File: config.mk
export PLATFORM = sky130hd
export DESIGN_NAME = axil_timer
export DESIGN_NICKNAME = d
export VERILOG_FILES = /design/src/rtl/axil_timer.sv
export SDC_FILE = /design/constraint.sdc
export NUM_CORES = 1
export LEC_CHECK = 0
export CORE_MARGIN = 2
export CORE_UTILIZATION = 40
export DETAILED_ROUTE_END_ITERATION = 12
export SLEW_MARGIN = 25
export SYNTH_ARGS = -nofsm -noshare
export SYNTH_HDL_FRONTEND = slang
export SYNTH_SLANG_ARGS = --single-unit
File: constraint.sdc
create_clock -name clk -period 3.5 [get_ports clk]
set_clock_uncertainty 0.15 [all_clocks]
set_input_delay 0.35 -clock clk [delete_from_list [all_inputs] [get_ports clk]]
set_output_delay 0.35 -clock clk [all_outputs]
set_load 0.05 [all_outputs]
File: src/rtl/axil_timer.sv
`default_nettype none
// ============================================================================
// axil_timer : AXI-Lite machine timer (64-bit mtime/mtimecmp, prescaler, irq)
// Rev 1.0
// ============================================================================
module axil_timer #(
   parameter int DATA_WIDTH = 32,
   parameter int ADDR_WIDTH = 12,
   parameter int STRB_WIDTH = 4
) (
   input  logic                  clk,
   input  logic                  rst,
   input  logic [ADDR_WIDTH-1:0] s_axil_awaddr,
   input  logic [2:0]            s_axil_awprot,
   input  logic                  s_axil_awvalid,
   output logic                  s_axil_awready,
   input  logic [DATA_WIDTH-1:0] s_axil_wdata,
   input  logic [STRB_WIDTH-1:0] s_axil_wstrb,
   input  logic                  s_axil_wvalid,
   output logic                  s_axil_wready,
   output logic [1:0]            s_axil_bresp,
   output logic                  s_axil_bvalid,
   input  logic                  s_axil_bready,
   input  logic [ADDR_WIDTH-1:0] s_axil_araddr,
   input  logic [2:0]            s_axil_arprot,
   input  logic                  s_axil_arvalid,
   output logic                  s_axil_arready,
   output logic [DATA_WIDTH-1:0] s_axil_rdata,
   output logic [1:0]            s_axil_rresp,
   output logic                  s_axil_rvalid,
   input  logic                  s_axil_rready,
   output logic                  irq
);

   localparam logic [2:0] REG_CTRL     = 3'd0;
   localparam logic [2:0] REG_PRESCALE = 3'd1;
   localparam logic [2:0] REG_MTIME_LO = 3'd2;
   localparam logic [2:0] REG_MTIME_HI = 3'd3;
   localparam logic [2:0] REG_CMP_LO   = 3'd4;
   localparam logic [2:0] REG_CMP_HI   = 3'd5;
   localparam logic [2:0] REG_STATUS   = 3'd6;
   localparam logic [1:0] RESP_OKAY    = 2'b00;
   localparam logic [1:0] RESP_SLVERR  = 2'b10;

   logic        en;
   logic        irq_en;
   logic [15:0] prescale;
   logic [15:0] pc;
   logic [63:0] mtime;
   logic [63:0] mtimecmp;
   logic [31:0] hi_shadow;

   logic        wr_fire, rd_fire;
   logic [2:0]  wr_idx, rd_idx;
   logic        wr_mapped, rd_mapped;
   logic        tick, cmp_ge;
   logic [31:0] wr_cur, wr_word, rd_value;
   logic        unused_bits;

   assign unused_bits = ^{s_axil_awprot, s_axil_arprot, s_axil_awaddr[1:0], s_axil_araddr[1:0]};

   // Ready is gated by rst so every output reads 0 while reset is held.
   assign wr_fire        = s_axil_awvalid & s_axil_wvalid & ~s_axil_bvalid & ~rst;
   assign rd_fire        = s_axil_arvalid & ~s_axil_rvalid & ~rst;
   assign s_axil_awready = wr_fire;
   assign s_axil_wready  = wr_fire;
   assign s_axil_arready = rd_fire;

   assign wr_idx    = s_axil_awaddr[4:2];
   assign rd_idx    = s_axil_araddr[4:2];
   assign wr_mapped = (s_axil_awaddr[ADDR_WIDTH-1:5] == '0) && (wr_idx != 3'd7);
   assign rd_mapped = (s_axil_araddr[ADDR_WIDTH-1:5] == '0) && (rd_idx != 3'd7);

   assign tick   = en && (pc == prescale);
   assign cmp_ge = (mtime >= mtimecmp);
   assign irq    = irq_en & cmp_ge;

   always_comb begin
      wr_cur = 32'd0;
      case (wr_idx)
         REG_CTRL:     wr_cur = {30'd0, irq_en, en};
         REG_PRESCALE: wr_cur = {16'd0, prescale};
         REG_MTIME_LO: wr_cur = mtime[31:0];
         REG_MTIME_HI: wr_cur = mtime[63:32];
         REG_CMP_LO:   wr_cur = mtimecmp[31:0];
         REG_CMP_HI:   wr_cur = mtimecmp[63:32];
         default:      wr_cur = 32'd0;
      endcase
      wr_word = wr_cur;
      for (int i = 0; i < STRB_WIDTH; i++) begin
         if (s_axil_wstrb[i]) wr_word[8*i +: 8] = s_axil_wdata[8*i +: 8];
      end
   end

   always_comb begin
      rd_value = 32'd0;
      case (rd_idx)
         REG_CTRL:     rd_value = {30'd0, irq_en, en};
         REG_PRESCALE: rd_value = {16'd0, prescale};
         REG_MTIME_LO: rd_value = mtime[31:0];
         REG_MTIME_HI: rd_value = hi_shadow;
         REG_CMP_LO:   rd_value = mtimecmp[31:0];
         REG_CMP_HI:   rd_value = mtimecmp[63:32];
         REG_STATUS:   rd_value = {31'd0, cmp_ge};
         default:      rd_value = 32'd0;
      endcase
   end

   always_ff @(posedge clk) begin
      if (rst) begin
         en            <= 1'b0;
         irq_en        <= 1'b0;
         prescale      <= 16'd0;
         pc            <= 16'd0;
         mtime         <= 64'd0;
         mtimecmp      <= '1;
         hi_shadow     <= 32'd0;
         s_axil_bvalid <= 1'b0;
         s_axil_bresp  <= RESP_OKAY;
         s_axil_rvalid <= 1'b0;
         s_axil_rdata  <= '0;
         s_axil_rresp  <= RESP_OKAY;
      end else begin
         if (wr_fire && wr_mapped && wr_idx == REG_CTRL) begin
            en     <= wr_word[0];
            irq_en <= wr_word[1];
         end
         if (wr_fire && wr_mapped && wr_idx == REG_PRESCALE) prescale <= wr_word[15:0];

         if (wr_fire && wr_mapped && wr_idx == REG_PRESCALE) pc <= 16'd0;
         else if (tick)                                       pc <= 16'd0;
         else if (en)                                         pc <= pc + 16'd1;

         // A write to either half suppresses that edge's tick entirely, so no
         // carry leaks into the half that was not written.
         if (wr_fire && wr_mapped && wr_idx == REG_MTIME_LO)      mtime[31:0]  <= wr_word;
         else if (wr_fire && wr_mapped && wr_idx == REG_MTIME_HI) mtime[63:32] <= wr_word;
         else if (tick)                                           mtime        <= mtime + 64'd1;

         if (wr_fire && wr_mapped && wr_idx == REG_CMP_LO) mtimecmp[31:0]  <= wr_word;
         if (wr_fire && wr_mapped && wr_idx == REG_CMP_HI) mtimecmp[63:32] <= wr_word;

         if (wr_fire) begin
            s_axil_bvalid <= 1'b1;
            s_axil_bresp  <= wr_mapped ? RESP_OKAY : RESP_SLVERR;
         end else if (s_axil_bready) begin
            s_axil_bvalid <= 1'b0;
         end

         if (rd_fire) begin
            s_axil_rvalid <= 1'b1;
            s_axil_rdata  <= rd_mapped ? rd_value : 32'd0;
            s_axil_rresp  <= rd_mapped ? RESP_OKAY : RESP_SLVERR;
            if (rd_mapped && rd_idx == REG_MTIME_LO) hi_shadow <= mtime[63:32];
         end else if (s_axil_rready) begin
            s_axil_rvalid <= 1'b0;
         end
      end
   end

endmodule
`default_nettype wire

==> qor.yml <==
status: "finished, final reports clean"
cp_num_buf_inv: 1
grt_pass1_vias: 13900
maxCapViolCount: 0
hold_class: "primary input to register"
num_rows: 68
antenna_cells: 0
grt_antenna_before_repair: 0
finalCriticalPeriod_ns: 3.425
synthArstFlopShare_pct: 0
cts.sinks: 230
grt_max_degree: 60
setup_violations: 0
arrival_ns: 2.92
total_leakage_power_nw: 7.493
tightestPinTransition_ns: 1.039
grt_first_pass_wirelength_mm: 83.95
synthesis.area_mm2: 0.01394
drt_pass1_iterations: 6
ys_ff_latch: 230
dr_wl_met2_mm: 24.39
cp-startpoint: "mtime[2]"
drv_slew: 0
die_area_mm2: 0.03636
portBuffers: 102
rsz0062_at_grt: "no"
start_util_pct: 40.46
cts_max_level: 1
synth_cell_types: 73
ys_seq_area_share_pct: 33.03
setup-tns-final_ns: 0
coreArea_mm2: 0.03446
power_mw: 6.169
ys_warn_count: 0
drcViolationCount: 0
avgSynthCellArea_um2: 7.801
cts_root_buf: "clkbuf_16"
die_x_um: 190.7
die_h_um: 190.7
hpwl_mm: 40.17
slew_headroom_pct: 30.71
wl_per_cell_um: 23.54
clock_path_buffers: 3
track_usage_pct: 30.27
layout.nets: 2035
final_common_cell: "nand2_1"
crit_slowest_cell: "dfxtp_1"
cpPeakStageDelay_ns: 0.48
fin_crit_sh_pct: 97.85
postSynthCellCount: 1787
timing.rr.start: "mtime[11]"
cts_tree: "done"
met3_length_mm: 5.230
ant_nets: 0
finalHoldViolCount: 0
hold_slack_ns: 0.1507
cts_hold_buffers: 0
crit_required_ns: 3.00
syn_to_final_growth_pct: 21.66
hp-start: "rst"
dp.cells: 2321
insertion_delay_ns: 0.59
power_density_mw_per_mm2: 363.7
ys.flop_type: "dfxtp_1"
post_cts_buffers: 0
cts_buffers: 28
most-common-layout-cells: "nand2_1, dfxtp_1, a21oi_1, buf_4, nor2_1"
end_kind: "output port"
criticalPathCategory: "register to output port"
vdd_ir_drop_max_v: 0.0003951
wl_met1_mm: 23.02
dr.max_layer_used: "met4"
clk_pin_slew_worst_paths_ns: 0.06
cp_common_cell: "nor3_1"
critPathLaunchType: "register"
via_per_inst: 6.104
final_cells: 2372
vias: 14480
path_cells: "ha_1 -> nor3_1 -> nor3_1 -> a221oi_2 -> a211o_1 -> a31oi_4 -> and2_4 -> buf_12"
rrSetupSlack_ns: 0.41
drive_above_1_share_pct: 12.52
routabilityCongestion: 0.9594
dr.first_iter.drc_count: 1653
clock.fmax_mhz: 292.0
critPathMaxFanout: 8
routed_wl_mm: 55.83
grt_overflow: 0
top_level_ports: 115
synth_edf_count: 0
critPathTopFamily: "compound AO/OA/AOI/OAI gates"
==> metrics by stage <==
stage                     instance area [µm²]  utilization [%]  setup WS [ns]
after CTS                               16920            49.11      0.0008205
final                                   16960            49.22        0.07511
after floorplan                         13940                -         0.5217
after detailed placement                15900            46.14         0.2355
after global routing                    16960            49.22       0.004588
after global placement                  15900            46.13         0.3208
==> cell type report <==
cell class	instances	area, µm²
Inverter	83	312.8
Multi-Input combinational cell	1336	8586
Sequential cell	230	4626
Timing Repair Buffer	217	1917
Clock buffer	39	812.0
Clock inverter	12	137.6
Fill cell	3328	17500
Tap cell	455	569.3
==> cell usage after synthesis, drive strengths merged (9+ instances only) <==
cell type	number	share of area [%]
nand3	68	2.4
nor2	115	3.1
and2	13	0.58
xor2	19	1.2
dfxtp	230	33
a22oi	95	5.1
and3	16	0.72
a211oi	17	0.95
buf	34	1.3
a221oi	16	1.0
a221o	12	0.86
nor2b	9	0.40
inv	83	2.2
mux2	15	1.2
o22ai	15	0.67
clkbuf	105	2.8
mux2i	65	4.7
nand2	271	7.3
nor3	35	1.3
or3	10	0.45
o21ai	63	2.3
nand4	45	2.1
a21oi	149	5.3
xnor2	42	2.6
ha	66	5.9
nor4	29	1.5
o211ai	65	3.5
==> sequential cells by signal (all words and copies together), names as in the netlist <==
register and count:
irq_en 1, s_axil_rresp 1, s_axil_bvalid 1, pc 16, mtimecmp 64, s_axil_rdata 32, s_axil_bresp 1, s_axil_rvalid 1
prescale 16, hi_shadow 32, en 1, mtime 64
==> report_power, final <==
part           switching (mW)  internal (mW)
combinational           0.337          0.183
clock                    1.26           1.76
sequential            0.00347           2.62
==> cells by family (layout without fill, tap and decap cells) <==
group | after synthesis | after routing | share of synthesized area, %
AO/OA/AOI/OAI | 485 | 485 | 22.96
XOR/XNOR | 61 | 61 | 3.832
adder cells (fa/ha/maj) | 66 | 66 | 5.924
buffers and inverters | 222 | 351 | 6.336
flip-flops | 230 | 230 | 33.03
multiplexers | 82 | 82 | 6.202
other | 1 | 2 | 0.02690
AND/OR/NAND/NOR | 640 | 640 | 21.69
==> what timing repair did <==
action	4_1_cts	5_1_grt
endpoints found under the setup margin	1	1
pin swaps	4	10
gates resized for setup	17	19
==> per-layer routing <==
| metal | vias up | global-route usage [%] |
|---|---|---|
| li1 | 6679 | - |
| met1 | 6777 | 40.01 |
| met2 | 826 | 47.52 |
| met3 | 197 | 5.300 |
| met4 | 0 | 14.91 |
| met5 | - | 0 |
==> worst paths after layout <==
kind | to | cells after the start
worst min register to register | hi_shadow[3] | 2
worst max register to register | mtime[50] | 8
worst min-delay path | s_axil_bvalid | 4
worst max-delay path | irq | 8
==> worst min-delay path: stages <==
cell      delay (ns)
buf_4           0.09
nor4bb_1        0.04
buf_4           0.19
a21o_1          0.16
Power figures use the tool's default switching activity.
